$ cat config.mk
export PLATFORM = sky130hd
export DESIGN_NAME = mem_arbiter
export DESIGN_NICKNAME = d
export VERILOG_FILES = /design/src/rtl/mem_arbiter.sv
export SDC_FILE = /design/constraint.sdc
export NUM_CORES = 1
export LEC_CHECK = 0
export ABC_AREA = 1
export CAP_MARGIN = 10
export CORE_ASPECT_RATIO = 0.7
export CORE_MARGIN = 10
export CORE_UTILIZATION = 43
export DETAILED_ROUTE_END_ITERATION = 8
export GPL_TIMING_DRIVEN = 0
export PLACE_DENSITY = 0.86
export SLEW_MARGIN = 30
export SYNTH_ARGS = -nofsm -noshare
export SYNTH_HDL_FRONTEND = slang
export SYNTH_SLANG_ARGS = --single-unit
$ cat constraint.sdc
create_clock -name clk -period 3.83 [get_ports clk]
set_clock_uncertainty 0.05 [all_clocks]
set_input_delay 0.766 -clock clk [delete_from_list [all_inputs] [get_ports clk]]
set_output_delay 0.766 -clock clk [all_outputs]
set_load 0.005 [all_outputs]
$ cat src/rtl/mem_arbiter.sv
// ---------------------------------------------------------------------------
// mem_arbiter
//
// Shares one byte-wide memory port between two requesters (port 0: CPU
// instruction fetch, port 1: CPU load/store or debug loader). Each access is
// sequenced to the memory's timing: read data returns one cycle after
// memory_read_en is sampled (qualified by mem_ready), and a write completes in
// the single cycle memory_write_en is high. Each requester sees a uniform
// req/done handshake, with read data and a read-timeout error.
//
// Configuration macro:
//   MEM_ARB_RR_EN  defined   -> round-robin on a tie (port 0 wins the first tie)
//                  undefined -> fixed priority, port 0 always wins a tie
//
// Ports:
//   clk, rst                  clock, synchronous active-high reset
//   pX_req                    level request, held stable until pX_done
//   pX_we / pX_addr / pX_wdata  access type, address, write data
//   pX_rdata                  read data, valid while pX_done = 1
//   pX_done                   one-cycle completion pulse
//   pX_err                    qualifies pX_done: the read timed out
//   mem_addr / mem_data_in    memory address and write data
//   mem_data_out / mem_ready  memory read data and its valid flag
//   memory_read_en / memory_write_en  memory strobes (never both high)
// ---------------------------------------------------------------------------
module mem_arbiter #(
  parameter int ADDR_W         = 32,
  parameter int DATA_W         = 8,
  parameter int TIMEOUT_CYCLES = 15
) (
  input  logic              clk,
  input  logic              rst,

  input  logic              p0_req,
  input  logic              p0_we,
  input  logic [ADDR_W-1:0] p0_addr,
  input  logic [DATA_W-1:0] p0_wdata,
  output logic [DATA_W-1:0] p0_rdata,
  output logic              p0_done,
  output logic              p0_err,

  input  logic              p1_req,
  input  logic              p1_we,
  input  logic [ADDR_W-1:0] p1_addr,
  input  logic [DATA_W-1:0] p1_wdata,
  output logic [DATA_W-1:0] p1_rdata,
  output logic              p1_done,
  output logic              p1_err,

  output logic [ADDR_W-1:0] mem_addr,
  output logic [DATA_W-1:0] mem_data_in,
  input  logic [DATA_W-1:0] mem_data_out,
  output logic              memory_read_en,
  output logic              memory_write_en,
  input  logic              mem_ready
);

  localparam int              CNT_W    = $clog2(TIMEOUT_CYCLES + 1);
  // The counter starts at 0 in the first RD_WAIT cycle, so reaching this
  // value without mem_ready means TIMEOUT_CYCLES wait cycles have elapsed.
  localparam logic [CNT_W-1:0] CNT_LAST = CNT_W'(TIMEOUT_CYCLES - 1);

  typedef enum logic [2:0] {
    IDLE,
    RD_ISSUE,
    RD_WAIT,
    WR_ISSUE,
    DONE
  } state_t;

  state_t           state_q, state_d;
  logic [CNT_W-1:0] cnt_q, cnt_d;
  logic             grant_q, grant_d;   // 0 = port 0 owns the access, 1 = port 1

  logic [ADDR_W-1:0] mem_addr_d;
  logic [DATA_W-1:0] mem_data_in_d;
  logic              read_en_d, write_en_d;
  logic [DATA_W-1:0] p0_rdata_d, p1_rdata_d;
  logic              p0_done_d, p1_done_d;
  logic              p0_err_d, p1_err_d;

  logic win;      // port that would be granted if IDLE sees a request
  logic win_we;

`ifdef MEM_ARB_RR_EN
  logic last_grant_q, last_grant_d;
`endif

  // -------------------------------------------------------------------------
  // Arbitration: only meaningful in IDLE with at least one request.
  // -------------------------------------------------------------------------
  always_comb begin
`ifdef MEM_ARB_RR_EN
    // On a tie the port that did not win last time goes first.
    if (p0_req && p1_req) win = ~last_grant_q;
    else                  win = ~p0_req;
`else
    win = ~p0_req;
`endif
    win_we = win ? p1_we : p0_we;
  end

  // -------------------------------------------------------------------------
  // Next-state and registered-output logic.
  // -------------------------------------------------------------------------
  always_comb begin
    // NOTE: every signal assigned here gets a default first (hold its current
    // value), so no path through the case leaves one unassigned and no latch
    // is inferred.
    state_d       = state_q;
    cnt_d         = cnt_q;
    grant_d       = grant_q;
    mem_addr_d    = mem_addr;
    mem_data_in_d = mem_data_in;
    read_en_d     = memory_read_en;
    write_en_d    = memory_write_en;
    p0_rdata_d    = p0_rdata;
    p1_rdata_d    = p1_rdata;
    p0_done_d     = p0_done;
    p1_done_d     = p1_done;
    p0_err_d      = p0_err;
    p1_err_d      = p1_err;
`ifdef MEM_ARB_RR_EN
    last_grant_d  = last_grant_q;
`endif

    unique case (state_q)
      IDLE: begin
        if (p0_req || p1_req) begin
          grant_d       = win;
          mem_addr_d    = win ? p1_addr  : p0_addr;
          mem_data_in_d = win ? p1_wdata : p0_wdata;
`ifdef MEM_ARB_RR_EN
          last_grant_d  = win;
`endif
          if (win_we) begin
            write_en_d = 1'b1;
            state_d    = WR_ISSUE;
          end else begin
            read_en_d  = 1'b1;
            state_d    = RD_ISSUE;
          end
        end
      end

      RD_ISSUE: begin
        // The read strobe lasts exactly one cycle; mem_ready is not looked at
        // here because the data cannot arrive before the strobe is sampled.
        read_en_d = 1'b0;
        cnt_d     = '0;
        state_d   = RD_WAIT;
      end

      RD_WAIT: begin
        if (mem_ready) begin
          if (grant_q) begin
            p1_rdata_d = mem_data_out;
            p1_done_d  = 1'b1;
            p1_err_d   = 1'b0;
          end else begin
            p0_rdata_d = mem_data_out;
            p0_done_d  = 1'b1;
            p0_err_d   = 1'b0;
          end
          state_d = DONE;
        end else if (cnt_q == CNT_LAST) begin
          // Abort: rdata keeps its previous value, err flags the failure.
          if (grant_q) begin
            p1_done_d = 1'b1;
            p1_err_d  = 1'b1;
          end else begin
            p0_done_d = 1'b1;
            p0_err_d  = 1'b1;
          end
          state_d = DONE;
        end else begin
          cnt_d = cnt_q + CNT_W'(1);
        end
      end

      WR_ISSUE: begin
        write_en_d = 1'b0;
        if (grant_q) begin
          p1_done_d = 1'b1;
          p1_err_d  = 1'b0;
        end else begin
          p0_done_d = 1'b1;
          p0_err_d  = 1'b0;
        end
        state_d = DONE;
      end

      DONE: begin
        // done (and its err qualifier) is a single-cycle pulse.
        p0_done_d = 1'b0;
        p1_done_d = 1'b0;
        p0_err_d  = 1'b0;
        p1_err_d  = 1'b0;
        state_d   = IDLE;
      end

      default: state_d = IDLE;
    endcase
  end

  // -------------------------------------------------------------------------
  // State and output registers.
  // -------------------------------------------------------------------------
  // NOTE: sequential state uses non-blocking assignments so every register
  // samples the pre-edge values computed above, independent of statement order.
  always_ff @(posedge clk) begin
    if (rst) begin
      state_q         <= IDLE;
      cnt_q           <= '0;
      grant_q         <= 1'b0;
      mem_addr        <= '0;
      mem_data_in     <= '0;
      memory_read_en  <= 1'b0;
      memory_write_en <= 1'b0;
      p0_rdata        <= '0;
      p1_rdata        <= '0;
      p0_done         <= 1'b0;
      p1_done         <= 1'b0;
      p0_err          <= 1'b0;
      p1_err          <= 1'b0;
`ifdef MEM_ARB_RR_EN
      last_grant_q    <= 1'b1;
`endif
    end else begin
      state_q         <= state_d;
      cnt_q           <= cnt_d;
      grant_q         <= grant_d;
      mem_addr        <= mem_addr_d;
      mem_data_in     <= mem_data_in_d;
      memory_read_en  <= read_en_d;
      memory_write_en <= write_en_d;
      p0_rdata        <= p0_rdata_d;
      p1_rdata        <= p1_rdata_d;
      p0_done         <= p0_done_d;
      p1_done         <= p1_done_d;
      p0_err          <= p0_err_d;
      p1_err          <= p1_err_d;
`ifdef MEM_ARB_RR_EN
      last_grant_q    <= last_grant_d;
`endif
    end
  end

endmodule

======== Yosys cells after proc, flatten, opt, wreduce, memory -nomap -nowiden ========
Index checks and enable logic that the tools add are counted.
storage, ports and cells
  register bits ........................... 70
  input port bits ......................... 95
  output and inout port bits .............. 62
  word-level logic and storage cells ...... 80
operators by class
  add/sub/neg operators ................... 1
  eq/ne operators ......................... 13
  muxes and demuxes ....................... 35
  bitwise gates (word level) .............. 2
  reductions and logical operators ........ 16
operator list
  kind                                                                   number
  32-bit 2-to-1 mux                                                      1
  3-bit AND reduction                                                    7
  1-bit 2-to-1 mux                                                       19
  1-bit one-hot mux with 3 select lines                                  4
  3-bit one-hot mux with 4 select lines                                  1
  2-bit inequality test, second input constant                           5
  3-bit 2-to-1 mux                                                       3
  3-bit inequality test, second input constant                           3
  4-bit 2-to-1 mux                                                       2
  8-bit 2-to-1 mux                                                       1
  4-bit one-hot mux with 2 select lines                                  1
  3-bit by 2-bit equality test with 1-bit output, second input constant  2
  2-bit AND reduction                                                    3
  2-bit nonzero test                                                     3
  4-bit by 1-bit adder with 4-bit output, second input constant          1
  4-bit equality test, second input constant                             1
  1-bit one-hot mux with 2 select lines                                  2
  3-bit by 1-bit equality test with 1-bit output, second input constant  1
  3-bit equality test, second input constant                             1
  3-bit zero test                                                        1
  3-bit nonzero test                                                     1
  2-bit 2-to-1 mux                                                       1
  1-bit inverter                                                         2
  1-bit logical OR                                                       1

======== Logic depth before layout (Yosys ltp) ========
Gate-level depths: netlist of the first run.
  depth in word-level cells ............... 4
  depth in mapped cells ................... 9
  depth with buffers taken out ............ 9

======== Least setup slack after synthesis of the first run ========
OpenSTA, ideal clock, no wires.
  kind .................................... in2reg
  start point ............................. input port p0_req
  end point ............................... register mem_addr[0]
  setup time .............................. 0.125 ns
  data arrival time ....................... 1.509 ns
  path slack .............................. 2.146 ns
  stages .................................. 7
  path buffers ............................ 3
  cells stage by stage .................... buf_2 > nor2_1 > nor2_2 > buf_6 > buf_6 > o21ai_1 > a31oi_1
between the ends
  word-level cells in the longest chain between the ends .. 2
RTL lines
  item                                  RTL line  RTL
  from (decl)                           34        input logic p0_req,
  1-bit logical OR                      129       if (p0_req || p1_req) begin
  2-bit AND reduction (no source line)  --
  to (signal assigned)                  233       mem_addr <= mem_addr_d;
  to (decl)                             50        output logic [ADDR_W-1:0] mem_addr,
Several ways; a longest one is shown, not always the timed one.
A chain may end at the register's enable or synchronous reset.

==> results of run 1 <==
-- routing by layer --
layer	share of wire, %	wire [microns]
met5	0	0
met2	47	5220
met4	1.5	163
met3	10	1150
met1	41	4550
-- critical path, cell delays in order --
cell	delay, ns
clkdlybuf4s50_1	0.51
inv_2	0.09
buf_2	0.20
clkbuf_1	0.42
o21ai_0	0.21
nor2_1	0.14
-- how the worst max path moves through the flow --
stage	start	endpoint	slack [ns]	cells after the start
3_5_place_dp	rst	mem_addr[28]	1.36	6
2_1_floorplan	p0_req	mem_addr[0]	2.15	7
6_report	rst	p0_rdata[5]	1.73	6
4_1_cts	rst	p0_rdata[5]	1.73	6
5_1_grt	rst	mem_addr[27]	1.62	6
3_3_place_gp	rst	mem_addr[28]	1.39	6
-- registers in the layout, indices dropped and copies added (netlist names), 3 cells and up --
name and flops:
cnt_q 4, state_q 3, p1_rdata 8, p0_rdata 8
mem_addr 32, mem_data_in 8
-- cells in the mapped netlist (2+ instances only) --
cell        n  area (sq um)
clkinv_2    3          15.0
buf_6       4          45.0
o21ai_1    37           185
buf_2       7          35.0
nand3_4     2          35.0
ha_1        2          25.0
inv_2       3          11.3
o21ai_0    25           125
nand3_1     6          30.0
a21oi_1     7          35.0
nor2_1     57           214
a31oi_1    41           257
nor2_2      3          18.8
nor2_4      2          22.5
clkbuf_1   14          52.6
dfxtp_1    70          1400
nand2_1   110           413
inv_1      11          41.3
-- stage by stage --
| step | std cells | util, % | setup slack, ns | hold WS [ns] | power, mW |
|---|---|---|---|---|---|
| final | 674 | 72.0 | 1.73 | 0.396 | 2.29 |
| after global routing | 674 | 72.0 | 1.62 | 0.424 | 2.42 |
| after CTS | 674 | 72.0 | 1.73 | 0.400 | 2.31 |
| after detailed placement | 658 | 69.1 | 1.36 | 0.388 | 1.71 |
| after global placement | 658 | 69.1 | 1.39 | 0.390 | 1.68 |
| after floorplan | 409 | - | 2.15 | 0.394 | 1.28 |
-- power by group through the flow --
| stage | sequential (mW) | combinational [mW] | clock (mW) |
|---|---|---|---|
| 3_5_place_dp | 0.942 | 0.765 | 0 |
| 2_1_floorplan | 0.946 | 0.329 | 0 |
| 5_1_grt | 0.943 | 0.840 | 0.642 |
| 4_1_cts | 0.927 | 0.769 | 0.612 |
| 3_3_place_gp | 0.936 | 0.746 | 0 |
| 6_report | 0.928 | 0.762 | 0.602 |
-- area by class of cell --
class | count | area, sq um | area share (%)
Buffer | 25 | 133 | 2.73
Clock buffer | 9 | 124 | 2.55
Clock inverter | 7 | 73.8 | 1.52
Inverter | 18 | 71.3 | 1.47
Multi-Input combinational cell | 296 | 1390 | 28.6
Sequential cell | 70 | 1400 | 28.8
Tap cell | 94 | 118 | 2.42
Timing Repair Buffer | 155 | 1550 | 31.9
-- cells by family after synthesis --
group | share of synthesized area (%)
DFF | 46.8
and+or+nand+nor | 25.2
xor gates and xnor gates | 0.292
adders and majority gates | 0.835
AOI/OAI and AO/OA | 20.1
buffers and inverters | 6.81
==> results.toml, run 1 <==
[setup_path]
r2r_slack_ns = 2.33
end_kind = "flip-flop"
r2r_start = "cnt_q[0]"
timing.rr.end = "cnt_q[2]"
crit_arrival_ns = 2.33
worstPathMaxFanout = 10
r2r_cells = 7
required_ns = 4.07
path_class = "input pin to flip-flop"
crit_path_start_kind = "input pin"

[pwr]
switching_share_pct = 31.8
power_density_nw_per_um2 = 471
switchingPower_uw = 728
sequentialPowerShare_pct = 40.5
clkPwrFrac_pct = 26.3
combPwrFrac_pct = 33.2
p_leak_nw = 1.91
ir_drop_uv = 283
p_int_mw = 1.56

[global_route]
met3_usage_pct = 10.1
grt_pass1_vias = 3501
grtUsageTotal_pct = 20.0
met1_usage_pct = 21.7
gr-usage-met2_pct = 33.4
antenna_found_initial = 0
busiest_layer = "met2"
grt_max_degree = 14
grt_first_pass_wirelength_mm = 17.6
grt.overflow.total = 0

[die]
die_area_sq_um = 10800
initial_utilization_pct = 44.4
die-height_microns = 89.8
core-area_sq_um = 6760
fp.dieW_microns = 120
ios = 157
rows = 25

[logic_synthesis]
syn-num-nets = 506
synth_warnings = 0
synthFlopType = "dfxtp_1"
syn-cell-area_sq_um = 3000
synth_cells = 409
ys_ff_latch = 70
ys_types = 23
syn_avg_cell_area_sq_um = 7.33
synth_edf_count = 0
async_reset_ff_share_pct = 0
ys_seq_area_share_pct = 46.8

[timing]
hold_violations = 0
finalSetupTns_ns = 0
maxSlewViolCount = 0
fin_crit_sh_pct = 54.7
rsz0062_at_grt = "false"
timing.slew.headroom_pct = 63.4
finalSetupViolCount = 0
fin_crit_ns = 2.10
fmaxAchievable_mhz = 477
tightest_slew_ns = 0.550

[cts]
h-tree-depth = 3
root_buffer = "clkbuf_8"
clk_path_buf_depth = 2
cts_buffers = 9
cts.sinks = 70
clk_pin_slew_ns = 0.08
ctsResizeCount = 0
cts_hold_buf = 0
postCtsSetupRepairBufs = 0
cts_tree = "done"
clk_latency_ns = 0.35

[drt]
drt_drc_violations_left = 0
wire_per_inst_microns = 16.4
final_antenna_net_count = 0
via_per_inst = 5.10
drtIter0Drc = 207
vias = 3437
drt_first_pass_iters = 5
wl_mm = 11.1

[min_path]
min_from = "p0_done"
hold_path_end = "p0_done"
hold_class = "flip-flop to flip-flop"
worstHoldPathCells = 2

[status]
status = "finished clean"

[finish]
nNetsFinal = 672
synthToLayoutAreaGrowth_pct = 62.3
stdcell_area_sq_um = 4860
final_cell_mix = "155 x clkdlybuf4s50_1, 110 x nand2_1, 70 x dfxtp_1"
insertedDiodeCount = 0
fill_cells = 563
drive_above_1_share_pct = 7.07
layout_commonest_cell = "clkdlybuf4s50_1"

[place]
place_congestion = 0.854
port_buffers = 155
hpwl_mm = 8.69
placed_area_sq_um = 4670

[job]
maxCapViolations = 0
No activity file was read; power rests on OpenSTA's default activity.
==> run 2, diff against run 1 <==
--- a/config.mk
+++ b/config.mk
@@ -9,10 +9,10 @@
 export CAP_MARGIN = 10
 export CORE_ASPECT_RATIO = 0.7
 export CORE_MARGIN = 10
-export CORE_UTILIZATION = 43
+export CORE_UTILIZATION = 39
 export DETAILED_ROUTE_END_ITERATION = 8
 export GPL_TIMING_DRIVEN = 0
-export PLACE_DENSITY = 0.86
+export PLACE_DENSITY = 0.79
 export SLEW_MARGIN = 30
 export SYNTH_ARGS = -nofsm -noshare
 export SYNTH_HDL_FRONTEND = slang
==> constraint.sdc (replaced) <==
create_clock -name clk -period 2.19 [get_ports clk]
set_clock_uncertainty 0.05 [all_clocks]
set_input_delay 0.438 -clock clk [delete_from_list [all_inputs] [get_ports clk]]
set_output_delay 0.438 -clock clk [all_outputs]
set_load 0.005 [all_outputs]
==> run 2 against run 1 <==
Total power is 74% higher. Worst setup slack worse by 1.3 ns. Count of clock-buffer cells in the layout stayed put. Core utilization is 6.1 points lower. Register-to-register slack worse by 1.7 ns. Hold slack better by 0.0025 ns. Combinational power is 75% higher. Cell area hardly changed. Routed wire length is 0.40% lower. Non-clock buffer count stayed put. Die area is 8.2% higher. Sequential power is 76% higher. Largest power group unchanged.
==> results.toml, run 2 (same netlist as run 1, synthesis figures left out) <==
[setup_path]
timing.rr.end = "cnt_q[2]"
r2r_start = "cnt_q[0]"
path_class = "input pin to flip-flop"
critPathMaxStageDelay_ns = 0.51
crit_path_start_kind = "input pin"
r2r_cells = 7
cp_slowest_cell = "clkdlybuf4s50_1"
cpLargestDelayFamily = "buffers and inverters"
r2r_slack_ns = 0.67
required_ns = 2.39
path_buf_inv = 4
crit_chain = "clkdlybuf4s50_1 > inv_2 > buf_2 > clkbuf_1 > o21ai_0 > a31oi_1"
crit_arrival_ns = 2.00
end_kind = "flip-flop"
worstPathMaxFanout = 10

[cts]
ctsResizeCount = 0
h-tree-depth = 3
clk_pin_slew_ns = 0.07
cts_buffers = 9
cts.sinks = 70
clk_path_buf_depth = 2
postCtsSetupRepairBufs = 0
cts_tree = "done"
clk_latency_ns = 0.33
root_buffer = "clkbuf_8"
cts_hold_buf = 0

[drt]
drt_first_pass_iters = 4
via_per_inst = 4.99
drtIter0Drc = 155
drt_drc_violations_left = 0
wire_per_inst_microns = 16.3
final_antenna_net_count = 0
wl_mm = 11.0
vias = 3384

[finish]
layout_commonest_cell = "clkdlybuf4s50_1"
fill_cells = 647
synthToLayoutAreaGrowth_pct = 62.4
regMostFlops = "mem_addr"
final_cell_mix = "155 x clkdlybuf4s50_1, 110 x nand2_1, 70 x dfxtp_1"
nNetsFinal = 672
drive_above_1_share_pct = 7.07
largest_register_ffs = 32
fin_cells = 678
insertedDiodeCount = 0
stdcell_area_sq_um = 4870

[place]
hpwl_mm = 8.73
place_congestion = 0.837
port_buffers = 155
placed_cells = 662
pre_cts_slack_ns = 0.0844
placed_area_sq_um = 4670

[timing]
timing.slew.headroom_pct = 66.6
rsz0062_at_grt = "false"
finalSetupViolCount = 0
layout_setup_ws_ns = 0.385
fin_crit_ns = 1.80
fmaxAchievable_mhz = 554
hold_violations = 0
tightest_slew_ns = 0.502
finalSetupTns_ns = 0
fin_crit_sh_pct = 82.4
maxSlewViolCount = 0

[die]
initial_utilization_pct = 40.6
die_area_sq_um = 11600
fp.dieW_microns = 125
rows = 26
die-height_microns = 93.3
core-area_sq_um = 7380
ios = 157

[pwr]
p_leak_nw = 1.92
ir_drop_uv = 361
power_density_nw_per_um2 = 819

[job]
maxCapViolations = 0

[global_route]
grt_pass1_vias = 3504
grt.overflow.total = 0
grt_first_pass_wirelength_mm = 17.7
grtUsageTotal_pct = 18.3
antenna_found_initial = 0
grt_max_degree = 14

[min_path]
hold_path_end = "p0_done"
min_from = "p0_done"
worstHoldPathCells = 2
hold_class = "flip-flop to flip-flop"

[status]
status = "finished clean"
==> run 2: changes by cell type in the layout (fill, tap and decap cells not counted), sizes merged <==
cell / before / now
clkinvlp: 4 / 2
clkinv: 5 / 7
==> run 2: tightest hold or removal path, cell delays in order (launching register included) <==
cell and delay, ns:
dfxtp_1 0.31, inv_1 0.04, a21oi_1 0.05
==> run 2: layer usage <==
metal | share of wire (%) | track usage [%]
met1 | 40 | 20.2
met2 | 46 | 30.4
met3 | 11 | 8.35
met4 | 2.3 | 7.25
met5 | 0 | 0
==> run 2: stage by stage <==
| stage | util, % | power, mW | hold WS, ns |
|---|---|---|---|
| after floorplan | - | 2.23 | 0.394 |
| after global placement | 63.2 | 2.94 | 0.389 |
| after detailed placement | 63.2 | 2.98 | 0.389 |
| after CTS | 65.9 | 4.03 | 0.402 |
| after global routing | 65.9 | 4.22 | 0.426 |
| final | 65.9 | 3.99 | 0.399 |
==> run 2: power breakdown <==
group	internal [mW]	switching, mW
Clock	0.528	0.504
Combinational	0.713	0.613
Sequential	1.49	0.136
Total	2.73	1.25
==> run 2: worst max-delay path by stage <==
stage	from	cells after the start	endpoint	slack, ns
after global routing	rst	6	mem_addr[24]	0.27
after CTS	rst	6	mem_addr[22]	0.43
final	rst	6	mem_addr[22]	0.39
after detailed placement	rst	6	mem_addr[24]	0.08
after global placement	rst	6	mem_addr[27]	0.06
after floorplan	p0_req	7	mem_addr[0]	0.83
==> run 2: cell type report <==
class                      instances  area (sq um)  area share (%)
sequential                        70          1400            28.8
multi-input combinational        296          1390            28.6
inverter                          18          71.3            1.47
clock buffer                       9           124            2.54
timing repair buffer             155          1550            31.9
clock inverter                     7          72.6            1.49
buffer                            25           133            2.72
tap                               98           123            2.52
==> run 3, diff against run 2 <==
==> constraint.sdc (replaced) <==
create_clock -name clk -period 1.9 [get_ports clk]
set_clock_uncertainty 0.05 [all_clocks]
set_input_delay 0.38 -clock clk [delete_from_list [all_inputs] [get_ports clk]]
set_output_delay 0.38 -clock clk [all_outputs]
set_load 0.005 [all_outputs]
==> results of run 3 <==
The final DEF is identical to that of run 2. Status: finished clean.
Among the figures that moved: setup slack after placement 0.0844 ns -> -0.148 ns; setup slack after layout 0.385 ns -> 0.153 ns; register-to-register setup slack 0.67 ns -> 0.38 ns; total power 3.99 mW -> 4.60 mW; worst IR drop on VDD 361 uV -> 416 uV
